$ cat config.mk
export PLATFORM = sky130hd
export DESIGN_NAME = i2c_cmd_master
export DESIGN_NICKNAME = d
export VERILOG_FILES = /design/src/rtl/i2c_cmd_master.sv
export SDC_FILE = /design/constraint.sdc
export NUM_CORES = 1
export LEC_CHECK = 0
export CAP_MARGIN = 25
export CORE_MARGIN = 2
export CORE_UTILIZATION = 40
export DETAILED_ROUTE_END_ITERATION = 16
export GPL_TIMING_DRIVEN = 0
export SYNTH_ARGS = -nofsm -noshare
export SYNTH_HDL_FRONTEND = slang
export SYNTH_SLANG_ARGS = --single-unit
export TNS_END_PERCENT = 5
$ cat constraint.sdc
create_clock -name sysclk -period 5.4 [get_ports sysclk]
set_input_delay 1.08 -clock sysclk [delete_from_list [all_inputs] [get_ports sysclk]]
set_output_delay 1.08 -clock sysclk [all_outputs]
set_load 0.05 [all_outputs]
$ cat src/rtl/i2c_cmd_master.sv
// Write-only I2C master: START, addr+W, cmd, optional arg, STOP.
// Quarter-period sequencer with slave clock-stretch support.
module i2c_cmd_master #(
    parameter int CLK_DIV = 120
) (
    input  logic       sysclk,
    input  logic       rst,
    input  logic       req,
    input  logic [6:0] addr,
    input  logic [7:0] cmd,
    input  logic [7:0] arg,
    input  logic       has_arg,
    output logic       busy,
    output logic       done,
    output logic       nack,
    input  logic       scl_in,
    input  logic       sda_in,
    output logic       scl_oe,
    output logic       sda_oe
);

    localparam logic [2:0] S_IDLE  = 3'd0;
    localparam logic [2:0] S_START = 3'd1;
    localparam logic [2:0] S_BIT   = 3'd2;
    localparam logic [2:0] S_ACK   = 3'd3;
    localparam logic [2:0] S_STOP  = 3'd4;
    localparam logic [2:0] S_DONE  = 3'd5;

    localparam logic [11:0] DIV_LAST = 12'(CLK_DIV - 1);

    logic [2:0]  state_q, state_d;
    logic [11:0] div_q, div_d;
    logic [1:0]  qtr_q, qtr_d;
    logic [2:0]  bit_q, bit_d;
    logic [1:0]  byte_q, byte_d;
    logic [6:0]  addr_q, addr_d;
    logic [7:0]  cmd_q, cmd_d;
    logic [7:0]  arg_q, arg_d;
    logic        has_arg_q, has_arg_d;
    logic        busy_q, busy_d;
    logic        done_q, done_d;
    logic        nack_q, nack_d;
    logic        scl_oe_q, scl_oe_d;
    logic        sda_oe_q, sda_oe_d;

    logic        stretch_qtr;
    logic        stall;
    logic        tick;
    logic [1:0]  last_byte;
    logic [7:0]  tx_byte_d;
    logic        tx_bit_d;

    assign busy   = busy_q;
    assign done   = done_q;
    assign nack   = nack_q;
    assign scl_oe = scl_oe_q;
    assign sda_oe = sda_oe_q;

    always_comb begin
        // A released-SCL quarter waits for the line to actually go high
        stretch_qtr = ((state_q == S_BIT || state_q == S_ACK) && qtr_q == 2'd2)
                    || (state_q == S_STOP && qtr_q == 2'd1);
        stall       = stretch_qtr && !scl_in;
        tick        = busy_q && (div_q == DIV_LAST) && !stall;
        last_byte   = has_arg_q ? 2'd2 : 2'd1;

        state_d   = state_q;
        qtr_d     = qtr_q;
        bit_d     = bit_q;
        byte_d    = byte_q;
        addr_d    = addr_q;
        cmd_d     = cmd_q;
        arg_d     = arg_q;
        has_arg_d = has_arg_q;
        busy_d    = busy_q;
        done_d    = 1'b0;
        nack_d    = nack_q;

        if (!busy_q) begin
            div_d = '0;
        end else if (stall) begin
            div_d = div_q;
        end else if (tick) begin
            div_d = '0;
        end else begin
            div_d = div_q + 12'd1;
        end

        case (state_q)
            S_IDLE: begin
                if (req) begin
                    addr_d    = addr;
                    cmd_d     = cmd;
                    arg_d     = arg;
                    has_arg_d = has_arg;
                    nack_d    = 1'b0;
                    busy_d    = 1'b1;
                    div_d     = '0;
                    qtr_d     = '0;
                    bit_d     = '0;
                    byte_d    = '0;
                    state_d   = S_START;
                end
            end
            S_START: begin
                if (tick) begin
                    if (qtr_q == 2'd1) begin
                        qtr_d   = '0;
                        state_d = S_BIT;
                    end else begin
                        qtr_d = qtr_q + 2'd1;
                    end
                end
            end
            S_BIT: begin
                if (tick) begin
                    qtr_d = qtr_q + 2'd1;
                    if (qtr_q == 2'd3) begin
                        bit_d = bit_q + 3'd1;
                        if (bit_q == 3'd7) begin
                            state_d = S_ACK;
                        end
                    end
                end
            end
            S_ACK: begin
                if (tick) begin
                    qtr_d = qtr_q + 2'd1;
                    if (qtr_q == 2'd3) begin
                        if (sda_in) begin
                            nack_d  = 1'b1;
                            state_d = S_STOP;
                        end else if (byte_q == last_byte) begin
                            state_d = S_STOP;
                        end else begin
                            byte_d  = byte_q + 2'd1;
                            state_d = S_BIT;
                        end
                    end
                end
            end
            S_STOP: begin
                if (tick) begin
                    if (qtr_q == 2'd2) begin
                        qtr_d   = '0;
                        busy_d  = 1'b0;
                        done_d  = 1'b1;
                        state_d = S_DONE;
                    end else begin
                        qtr_d = qtr_q + 2'd1;
                    end
                end
            end
            S_DONE: begin
                state_d = S_IDLE;
            end
            default: begin
                state_d = S_IDLE;
                busy_d  = 1'b0;
            end
        endcase

        case (byte_d)
            2'd0:    tx_byte_d = {addr_d, 1'b0};
            2'd1:    tx_byte_d = cmd_d;
            default: tx_byte_d = arg_d;
        endcase
        tx_bit_d = tx_byte_d[3'd7 - bit_d];

        // Pad drives are decoded from the next state so they leave a flop
        scl_oe_d = 1'b0;
        sda_oe_d = 1'b0;
        case (state_d)
            S_START: begin
                scl_oe_d = (qtr_d == 2'd1);
                sda_oe_d = 1'b1;
            end
            S_BIT: begin
                scl_oe_d = !qtr_d[1];
                sda_oe_d = !tx_bit_d;
            end
            S_ACK: begin
                scl_oe_d = !qtr_d[1];
            end
            S_STOP: begin
                scl_oe_d = (qtr_d == 2'd0);
                sda_oe_d = (qtr_d != 2'd2);
            end
            default: begin
                scl_oe_d = 1'b0;
                sda_oe_d = 1'b0;
            end
        endcase
    end

    always_ff @(posedge sysclk or posedge rst) begin
        if (rst) begin
            state_q   <= S_IDLE;
            div_q     <= '0;
            qtr_q     <= '0;
            bit_q     <= '0;
            byte_q    <= '0;
            addr_q    <= '0;
            cmd_q     <= '0;
            arg_q     <= '0;
            has_arg_q <= 1'b0;
            busy_q    <= 1'b0;
            done_q    <= 1'b0;
            nack_q    <= 1'b0;
            scl_oe_q  <= 1'b0;
            sda_oe_q  <= 1'b0;
        end else begin
            state_q   <= state_d;
            div_q     <= div_d;
            qtr_q     <= qtr_d;
            bit_q     <= bit_d;
            byte_q    <= byte_d;
            addr_q    <= addr_d;
            cmd_q     <= cmd_d;
            arg_q     <= arg_d;
            has_arg_q <= has_arg_d;
            busy_q    <= busy_d;
            done_q    <= done_d;
            nack_q    <= nack_d;
            scl_oe_q  <= scl_oe_d;
            sda_oe_q  <= sda_oe_d;
        end
    end

endmodule

==> results.md <==
- Status: completed
- Vias: 2,394
- Via/cell ratio: 5.12
- Worst-path cell chain: clkdlybuf4s50_1 > nor4bb_1 > nor4_2 > a21oi_1 > nor2_2 > mux2_4 > a211o_1 > a221oi_2 > a31o_1
- Worst Slack Setup Final: 1620 ps
- Initial Utilization: 40.6%
- LEAKAGE: 1.58 nW
- Post-CTS setup buffers: 0
- Die area: 7940 sq um
- # nets final: 404
- Fin Hold WS: 482 ps
- Fillers: 726
- Resize count post-CTS: 0
- Vias in the first global route: 2,237
- Die Y: 89.1 um
- Initial antenna violation count: 0
- Commonest non-fill, non-tap cell in the layout: nand2_1
- Tmin final: 3780 ps
- Synth async-reset ratio: 100%
- Endpoints failing setup: 0
- Synth area leaders: dfrtp_1 44%, nand2_1 11%, mux2i_1 3.8%
- Yosys reg bits: 51
- Post-Syn Area per Cell: 8.87 sq um
- Diodes inserted: 0
- DP Worst Slack: 1320 ps
- Most frequent cells in the layout: 85 x nand2_1, 51 x dfrtp_1, 33 x clkdlybuf4s50_1
- MaxCap Viol Count: 0
- Htree depth: 2
- CTS tree: done
- DRT iter0 DRCs: 77
- First-pass GRT wire length: 10,800 um
- RSZ-0062 raised after global routing: false
- Post-Syn Area: 2900 sq um
- Top cell type's share of synthesized area: 44.0%
- Post-DP HPWL: 4910 um
- Number of enable flip-flop cells after synthesis: 0
- WP data arrival: 4030 ps
- Row count: 31
- Clock Skew: 9.58 ps
- Sequential area share after synthesis: 44.0%
- Die width: 89.1 um
- Final Cell Area: 3490 sq um
- Netlist cell types: 62
- Boundary Pins: 34
- Most used DFF post-synth: dfrtp_1
- Antenna Nets Post-Route: 0
- CTS Root Cell: clkbuf_8
- Worst Path Required: 5650 ps
- Detailed Route WL: 6530 um
- Clock Sink Count: 51
- Syn nets: 363
- Mean routed wirelength per cell: 13.9 um
- Min-delay src: addr_q[3]
- Clock buffer depth: 2
- Crit. End Element: register
- Final hold vios: 0
- Clock transition at path regs: 100 ps
- Core footprint: 7140 sq um
- Power Total: 0.722 mW
- CTS hold repair buffers: 0
- Largest net degree at the start of global routing: 34
- Worst Path Buf+Inv: 1
- Slew @ Worst Pin: 743 ps
- Share of cells above drive strength 1: 7.59%
- CP Max Fanout: 6
- DRC errors left: 0
- Slowest stage delay, CP: 590 ps
- Placer Congestion: 0.834
- Worst-Skew Late Latency: 310 ps
- VDD IR max: 121 uV
- Pins over their slew limit: 0
- Fmax: 0.265 GHz
- TritonRoute pass-1 iters: 4
- GRT overflow: 0
- Placed cell area: 3370 sq um
- Footprint of the multi-input gates: 1510 sq um
- Part of the cycle the worst path needs: 69.9%
- Slowest CP cell: nor4_2
- Startpoint types: primary input
- Area Overhead vs Synth: 20.4%
- Total Routing Usage GR: 17.3%
- Buffers on Ports: 33
- Synth area leader: dfrtp_1
- Family with the most delay on the worst path: simple AND/OR/NAND/NOR gates
- Pwr/cell area: 207 nW/um^2
- Class of the worst hold path: register to register
- Crit Path Category: primary input to register
- Setup Total Neg Slack: 0 ps
- Inserted Clock Buffers: 5
- Max-slew headroom: 50.1%
- Ys Warns: 0
- Crit Reg-Reg Startpoint: div_q[0]
- Reg area: 1280 sq um
- Synth Instances: 327
- Worst setup path startpoint: scl_in
[report_power, final]
group	switching, mW	internal (mW)
clock network	0.136	0.141
logic	0.0237	0.0282
registers	0.00330	0.391
[flip-flops by register name (all words and copies together), names as in the netlist, 2 cells and up]
signal	flops
state_q	3
div_q	12
cmd_q	8
qtr_q	2
byte_q	2
bit_q	3
arg_q	8
addr_q	7
[layer usage]
layer / up-vias / track usage, % / wire [um] / part of all wire, %
met4: 0 / 3.39 / 27 / 0.41
met1: 1119 / 23.4 / 3050 / 47
met3: 5 / 3.14 / 254 / 3.9
met5: - / 0 / 0 / 0
li1: 1211 / - / - / -
met2: 59 / 29.4 / 3200 / 49
[tightest hold or removal path, stage by stage, from the launching register on]
cell,delay (ps)
dfrtp_1,340
nand2_1,40
nand2_1,70
[cells by family (layout without fill, tap and decap cells)]
family                     Yosys count  count (layout)  share of synthesized area (%)
xor gates and xnor gates            10              10                           3.02
buffers and inverters               29              71                           4.06
DFF                                 51              51                           44.0
and+or+nand+nor                    165             165                           28.1
adders and majority gates            9               9                           3.71
muxes                               14              14                           5.18
AOI/OAI and AO/OA                   49              49                           11.9
[layout make-up]
class | instances | share of cell area [%]
Buffer | 13 | 1.65
Clock buffer | 5 | 1.97
Clock inverter | 3 | 1.36
Inverter | 16 | 1.72
Multi-Input combinational cell | 247 | 43.1
Sequential cell | 51 | 36.6
Tap cell | 99 | 3.55
Timing Repair Buffer | 34 | 10.0
[metrics by stage]
stage | utilization [%] | instances
after global routing | 48.9 | 468
final | 48.9 | 468
after detailed placement | 47.3 | 460
after floorplan | - | 327
after CTS | 48.9 | 468
after global placement | 47.0 | 459
[final timing paths]
check | to | slack, ps | cells past startpoint
max in group asynchronous | nack | 3800 | 3
setup reg to reg | sda_oe | 2050 | 9
hold / removal | addr_q[3] | 480 | 2
setup / recovery | sda_oe | 1620 | 9
min in group asynchronous | addr_q[4] | 1080 | 2
hold reg to reg | addr_q[3] | 480 | 2
[synthesized netlist by cell type (5+ instances only)]
library cell and number:
a31oi_1 5, clkbuf_1 11, xor2_1 5, nand3_1 13, ha_1 7, xnor2_1 5
and3_1 5, dfrtp_1 51, mux2i_1 11, nand2_1 85, inv_1 15, a21oi_1 5
nor3_1 8, nor2_1 24, o21ai_0 10
Power figures use the tool's default switching activity.
